### config.mk
export PLATFORM = sky130hd
export DESIGN_NAME = fetch_unit_flat
export DESIGN_NICKNAME = d
export VERILOG_FILES = /design/src/rtl/fetch_unit_if.sv /design/src/rtl/fetch_unit.sv /design/src/flat_wrapper.sv
export SDC_FILE = /design/constraint.sdc
export NUM_CORES = 1
export LEC_CHECK = 0
export CAP_MARGIN = 10
export CORE_MARGIN = 2
export CORE_UTILIZATION = 35
export DETAILED_ROUTE_END_ITERATION = 6
export GPL_TIMING_DRIVEN = 0
export PLACE_DENSITY = 0.6
export SLEW_MARGIN = 40
export SYNTH_ARGS = -nofsm -noshare
export SYNTH_HDL_FRONTEND = slang
export SYNTH_SLANG_ARGS = --single-unit
### constraint.sdc
create_clock -name clk -period 4.4 [get_ports clk]
set_input_delay 0.88 -clock clk [delete_from_list [all_inputs] [get_ports clk]]
set_output_delay 0.88 -clock clk [all_outputs]
set_load 0.02 [all_outputs]
### src/rtl/fetch_unit_if.sv
// rtl/fetch_unit_if.sv - instruction memory request/response bus
interface fetch_unit_if;
  logic        imem_req;
  logic [31:0] imem_addr;
  logic        imem_ready;
  logic [31:0] imem_rdata;

  modport master (output imem_req, output imem_addr, input imem_ready, input imem_rdata);
  modport slave  (input imem_req, input imem_addr, output imem_ready, output imem_rdata);
endinterface

### src/rtl/fetch_unit.sv
// rtl/fetch_unit.sv - IF stage: PC, imem fetch, IF/ID register with one-entry skid
module fetch_unit #(
  parameter logic [31:0] RESET_PC = 32'h0000_0000
) (
  input  logic               clk,
  input  logic               rst_n,
  input  logic               stall,
  input  logic               branch_taken,
  input  logic [31:0]        branch_target,
  input  logic               jump,
  input  logic [25:0]        jump_index,
  fetch_unit_if.master       imem,
  output logic               if_id_valid,
  output logic [31:0]        if_id_instr,
  output logic [31:0]        if_id_pc4,
  output logic [5:0]         opcode
);

  typedef enum logic [1:0] {BOOT, FETCH, STALLED} stateType;

  stateType    state, stateNext;
  logic [31:0] pc, pcNext, pcPlus4;
  logic [31:0] skidInstr, skidInstrNext, skidPc4, skidPc4Next;
  logic        validNext;
  logic [31:0] instrNext, pc4Next;
  logic        redirect;

  assign pcPlus4        = pc + 32'd4;
  assign redirect       = (state != BOOT) && (branch_taken || jump);
  assign imem.imem_req  = rst_n && (state == FETCH);
  assign imem.imem_addr = rst_n ? pc : RESET_PC;
  assign opcode         = if_id_instr[31:26];

  always_comb begin
    stateNext     = state;
    pcNext        = pc;
    validNext     = if_id_valid;
    instrNext     = if_id_instr;
    pc4Next       = if_id_pc4;
    skidInstrNext = skidInstr;
    skidPc4Next   = skidPc4;
    case (state)
      BOOT: stateNext = FETCH;
      FETCH: begin
        if (imem.imem_ready) begin
          pcNext = pcPlus4;
          // ID is busy: park the returned word instead of losing it
          if (stall) begin
            skidInstrNext = imem.imem_rdata;
            skidPc4Next   = pcPlus4;
            stateNext     = STALLED;
          end else begin
            validNext = 1'b1;
            instrNext = imem.imem_rdata;
            pc4Next   = pcPlus4;
          end
        end else if (!stall) begin
          validNext = 1'b0;
          instrNext = 32'h0000_0000;
        end
      end
      STALLED: begin
        if (!stall) begin
          validNext = 1'b1;
          instrNext = skidInstr;
          pc4Next   = skidPc4;
          stateNext = FETCH;
        end
      end
      default: stateNext = BOOT;
    endcase
    // Redirect wins over everything above, including stall and a same-cycle response
    if (redirect) begin
      if (branch_taken) pcNext = branch_target & 32'hFFFF_FFFC;
      else              pcNext = {if_id_pc4[31:28], jump_index, 2'b00};
      validNext     = 1'b0;
      instrNext     = 32'h0000_0000;
      skidInstrNext = 32'h0000_0000;
      skidPc4Next   = 32'h0000_0000;
      stateNext     = FETCH;
    end
  end

  always_ff @(posedge clk) begin
    if (!rst_n) begin
      state       <= BOOT;
      pc          <= RESET_PC;
      if_id_valid <= 1'b0;
      if_id_instr <= 32'h0000_0000;
      if_id_pc4   <= 32'h0000_0000;
      skidInstr   <= 32'h0000_0000;
      skidPc4     <= 32'h0000_0000;
    end else begin
      state       <= stateNext;
      pc          <= pcNext;
      if_id_valid <= validNext;
      if_id_instr <= instrNext;
      if_id_pc4   <= pc4Next;
      skidInstr   <= skidInstrNext;
      skidPc4     <= skidPc4Next;
    end
  end

endmodule

### src/flat_wrapper.sv
// flat-port wrapper written by rule: the top's interface ports become plain ports
module fetch_unit_flat 
#(
  parameter logic [31:0] RESET_PC = 32'h0000_0000
)
  (clk, rst_n, stall, branch_taken, branch_target, jump, jump_index, if_id_valid, if_id_instr, if_id_pc4, opcode, imem_imem_req, imem_imem_addr, imem_imem_ready, imem_imem_rdata);
  fetch_unit_if imem_i ();
  input  logic clk;
  input  logic rst_n;
  input  logic stall;
  input  logic branch_taken;
  input  logic [31:0] branch_target;
  input  logic jump;
  input  logic [25:0] jump_index;
  output logic if_id_valid;
  output logic [31:0] if_id_instr;
  output logic [31:0] if_id_pc4;
  output logic [5:0] opcode;
  output wire logic [$bits(imem_i.imem_req)-1:0] imem_imem_req;
  output wire logic [$bits(imem_i.imem_addr)-1:0] imem_imem_addr;
  input wire logic [$bits(imem_i.imem_ready)-1:0] imem_imem_ready;
  input wire logic [$bits(imem_i.imem_rdata)-1:0] imem_imem_rdata;
  assign imem_imem_req = imem_i.imem_req;
  assign imem_imem_addr = imem_i.imem_addr;
  assign imem_i.imem_ready = imem_imem_ready;
  assign imem_i.imem_rdata = imem_imem_rdata;
  fetch_unit #(.RESET_PC(RESET_PC)) u_core (.clk(clk), .rst_n(rst_n), .stall(stall), .branch_taken(branch_taken), .branch_target(branch_target), .jump(jump), .jump_index(jump_index), .imem(imem_i), .if_id_valid(if_id_valid), .if_id_instr(if_id_instr), .if_id_pc4(if_id_pc4), .opcode(opcode));
endmodule
==> results.yml <==
status:
  status: "finished, final reports clean"
synth:
  muxShareOfSynthArea_pct: 4.11
  synth_top_family_by_area: "simple AND/OR/NAND/NOR gates"
  synthFlopType: "dfxtp_1"
  synth-edff-count: 0
  syn_inst: 989
  synthXorXnorAreaFrac_pct: 2.13
  synth_seq_cells: 157
  yosysSeqAreaShare_pct: 40.3
  mappedNetlistArea_mm2: 0.00780
  yosys_warnings: 0
  syn_avg_cell_area_um2: 7.89
  synthSimpleGateAreaFrac_pct: 27.2
  synthAdderAreaFrac_pct: 0.160
  yosys.area.top_type: "dfxtp_1"
  async_flop_share_pct: 0
  synth_compound_area_share_pct: 20.3
  ys_top_cells_by_area: "dfxtp_1 (40%), nand2_1 (6.6%), a21oi_1 (6.1%), nor2_1 (5.9%), mux2i_1 (4.1%)"
  synth_cell_types: 68
  synth_top_cell_area_share_pct: 40.3
routing:
  vias_per_cell: 5.38
  wl_mm: 27.8
  final_antenna_net_count: 0
  drt_iter0_drc: 522
  vias: 8025
  detail_route.first_pass.iterations: 5
  drc_errors: 0
  wl_per_cell_um: 18.6
setup_path:
  worstPathRequired_ps: 3520
  critical_path.endpoint_type: "output port"
  worst_setup_path_start_kind: "input pin"
  cp.arrival_ps: 3190
  crit_fanout: 10
  path_class: "in -> out"
  regToRegSetupSlack_ps: 2010
die:
  dieArea_mm2: 0.0235
  num_rows: 54
  start_util_pct: 35.7
  core_area_mm2: 0.0218
  die_w_um: 153
  die_y_um: 153
  ios: 200
placed_design:
  dpl.cell_count: 1461
  io_buffers: 189
  gp_congestion: 0.923
  postPlaceCellArea_mm2: 0.0101
  dp_hpwl_mm: 20.6
cts:
  clockBufferDepth: 2
  cts-resized-gates: 0
  holdBufCountCts: 0
  clkSinkCount: 157
  h-tree-depth: 4
  numCtsBuffers: 17
  insertion_delay_ps: 430
  cts_tree: "built"
  postCtsSetupBuffers: 0
  path_clk_slew_ps: 60
  root_buffer: "clkbuf_16"
pwr:
  power_density_mw_per_mm2: 337
  p_leak_uw: 0.00374
  vdd_drop_max_mv: 0.223
final_layout:
  regArea_mm2: 0.00314
  stdcell_count: 1492
  multi_input_area_mm2: 0.00422
  diodes: 0
  drive_gt1_share_pct: 8.17
  nets: 1297
  n_fill_cell: 2178
  final_cell_area_mm2: 0.0106
  area_growth_pct: 36.2
timing:
  clock_skew_ps: 7.74
  hold_violations: 0
  period_share_pct: 92.6
  setup_viol: 0
  rsz0062_at_grt: "no"
  tightest_slew_ps: 757
  drv_slew: 0
  fin_tns_setup_ps: 0
  holdWs_ps: 454
  fmax_mhz: 245
  period_needed_ps: 4070
  max_slew_margin_pct: 49.6
global_routing:
  grt_pass1_vias: 7571
  grt_max_degree: 17
  grt_pass1_wl_mm: 43.3
  antenna_found_initial: 0
  grt_use_total_pct: 23.3
  grt-ovfl-total: 0
hold_path:
  hp-class: "reg -> reg"
flow_run:
  drv_cap: 0
final timing paths:
kind | to | from | cells past startpoint
setup / recovery | imem_imem_addr[23] | rst_n | 6
setup reg to reg | u_core.skidPc4[30] | u_core.pc[2] | 6
hold / removal | u_core.skidInstr[2] | u_core.skidInstr[2] | 2
hold reg to reg | u_core.skidInstr[2] | u_core.skidInstr[2] | 2
report_power, final:
part / leakage, µW / total (µW) / internal (µW) / switching, µW
sequential: 0.00128 / 1540 / 1480 / 51.9
clock: 0.000268 / 1440 / 809 / 631
combinational: 0.00219 / 601 / 259 / 342
total: 0.00374 / 3580 / 2550 / 1030
cell families after synthesis:
logic type                 Yosys count
adders and majority gates            1
and+or+nand+nor                    427
xor gates and xnor gates            19
other                                1
muxes                               32
AOI/OAI and AO/OA                  250
buffers and inverters              102
DFF                                157
layout make-up:
cell class | count | share of cell area, %
Inverter | 7 | 0.247
Timing Repair Buffer | 189 | 17.8
Multi-Input combinational cell | 733 | 39.7
Sequential cell | 157 | 29.6
Tap cell | 280 | 3.30
Buffer | 95 | 4.02
Clock buffer | 19 | 4.26
Clock inverter | 12 | 1.07
cell usage after synthesis, drive strengths merged, types with 7 or more instances:
master,n
a211oi,12
a21oi,96
a311oi,33
a31oi,11
and2,28
and4,10
buf,41
clkbuf,54
dfxtp,157
mux2i,32
nand2,137
nand3,56
nand4,11
nor2,123
nor3,22
nor4,11
o21ai,48
o22ai,10
or2,8
xnor2,7
xor2,12
worst max-delay path, stage by stage:
cell,delay (ps)
clkbuf_1,300
clkinv_1,340
clkbuf_1,350
buf_1,420
nor2_1,250
clkdlybuf4s50_1,630
layer usage:
metal	track usage (%)	vias up	wire length [µm]
li1	-	3923	-
met1	32.7	3795	13000
met3	3.86	31	1600
met2	37.1	276	12700
met4	6.35	0	510
met5	0	-	0
sequential cells by signal, summed over array words and instances, names as in the netlist:
register            flops
u_core.if_id_instr     32
u_core.if_id_pc4       30
u_core.if_id_valid      1
u_core.pc              30
u_core.skidPc4         30
u_core.state            2
u_core.skidInstr       32
stage by stage:
| step | util (%) | worst slack (ps) | power, µW |
|---|---|---|---|
| after floorplan | - | 1490 | 1880 |
| after global placement | 46.1 | 393 | 2160 |
| after detailed placement | 46.1 | 353 | 2170 |
| after CTS | 48.7 | 349 | 3590 |
| after global routing | 48.7 | 186 | 3710 |
| final | 48.7 | 326 | 3580 |
placed cells by master, fill, tap and decap left out, types with 6 or more instances in the layout:
cell type and count:
a211oi_1 12, a21oi_1 95, a311oi_1 33, a31oi_1 11, and2_1 27, and4_1 8, buf_1 7, buf_2 24
buf_4 10, clkbuf_1 52, clkbuf_16 17, clkdlybuf4s50_1 189, dfxtp_1 157, mux2i_1 32, nand2_1 137, nand3_1 55
nand4_1 6, nor2_1 123, nor3_1 19, o21ai_0 46, o22ai_1 10, o32ai_1 6, or2_2 7, xnor2_1 7
xor2_1 12
Note: power is estimated with default switching activity, not from simulation.
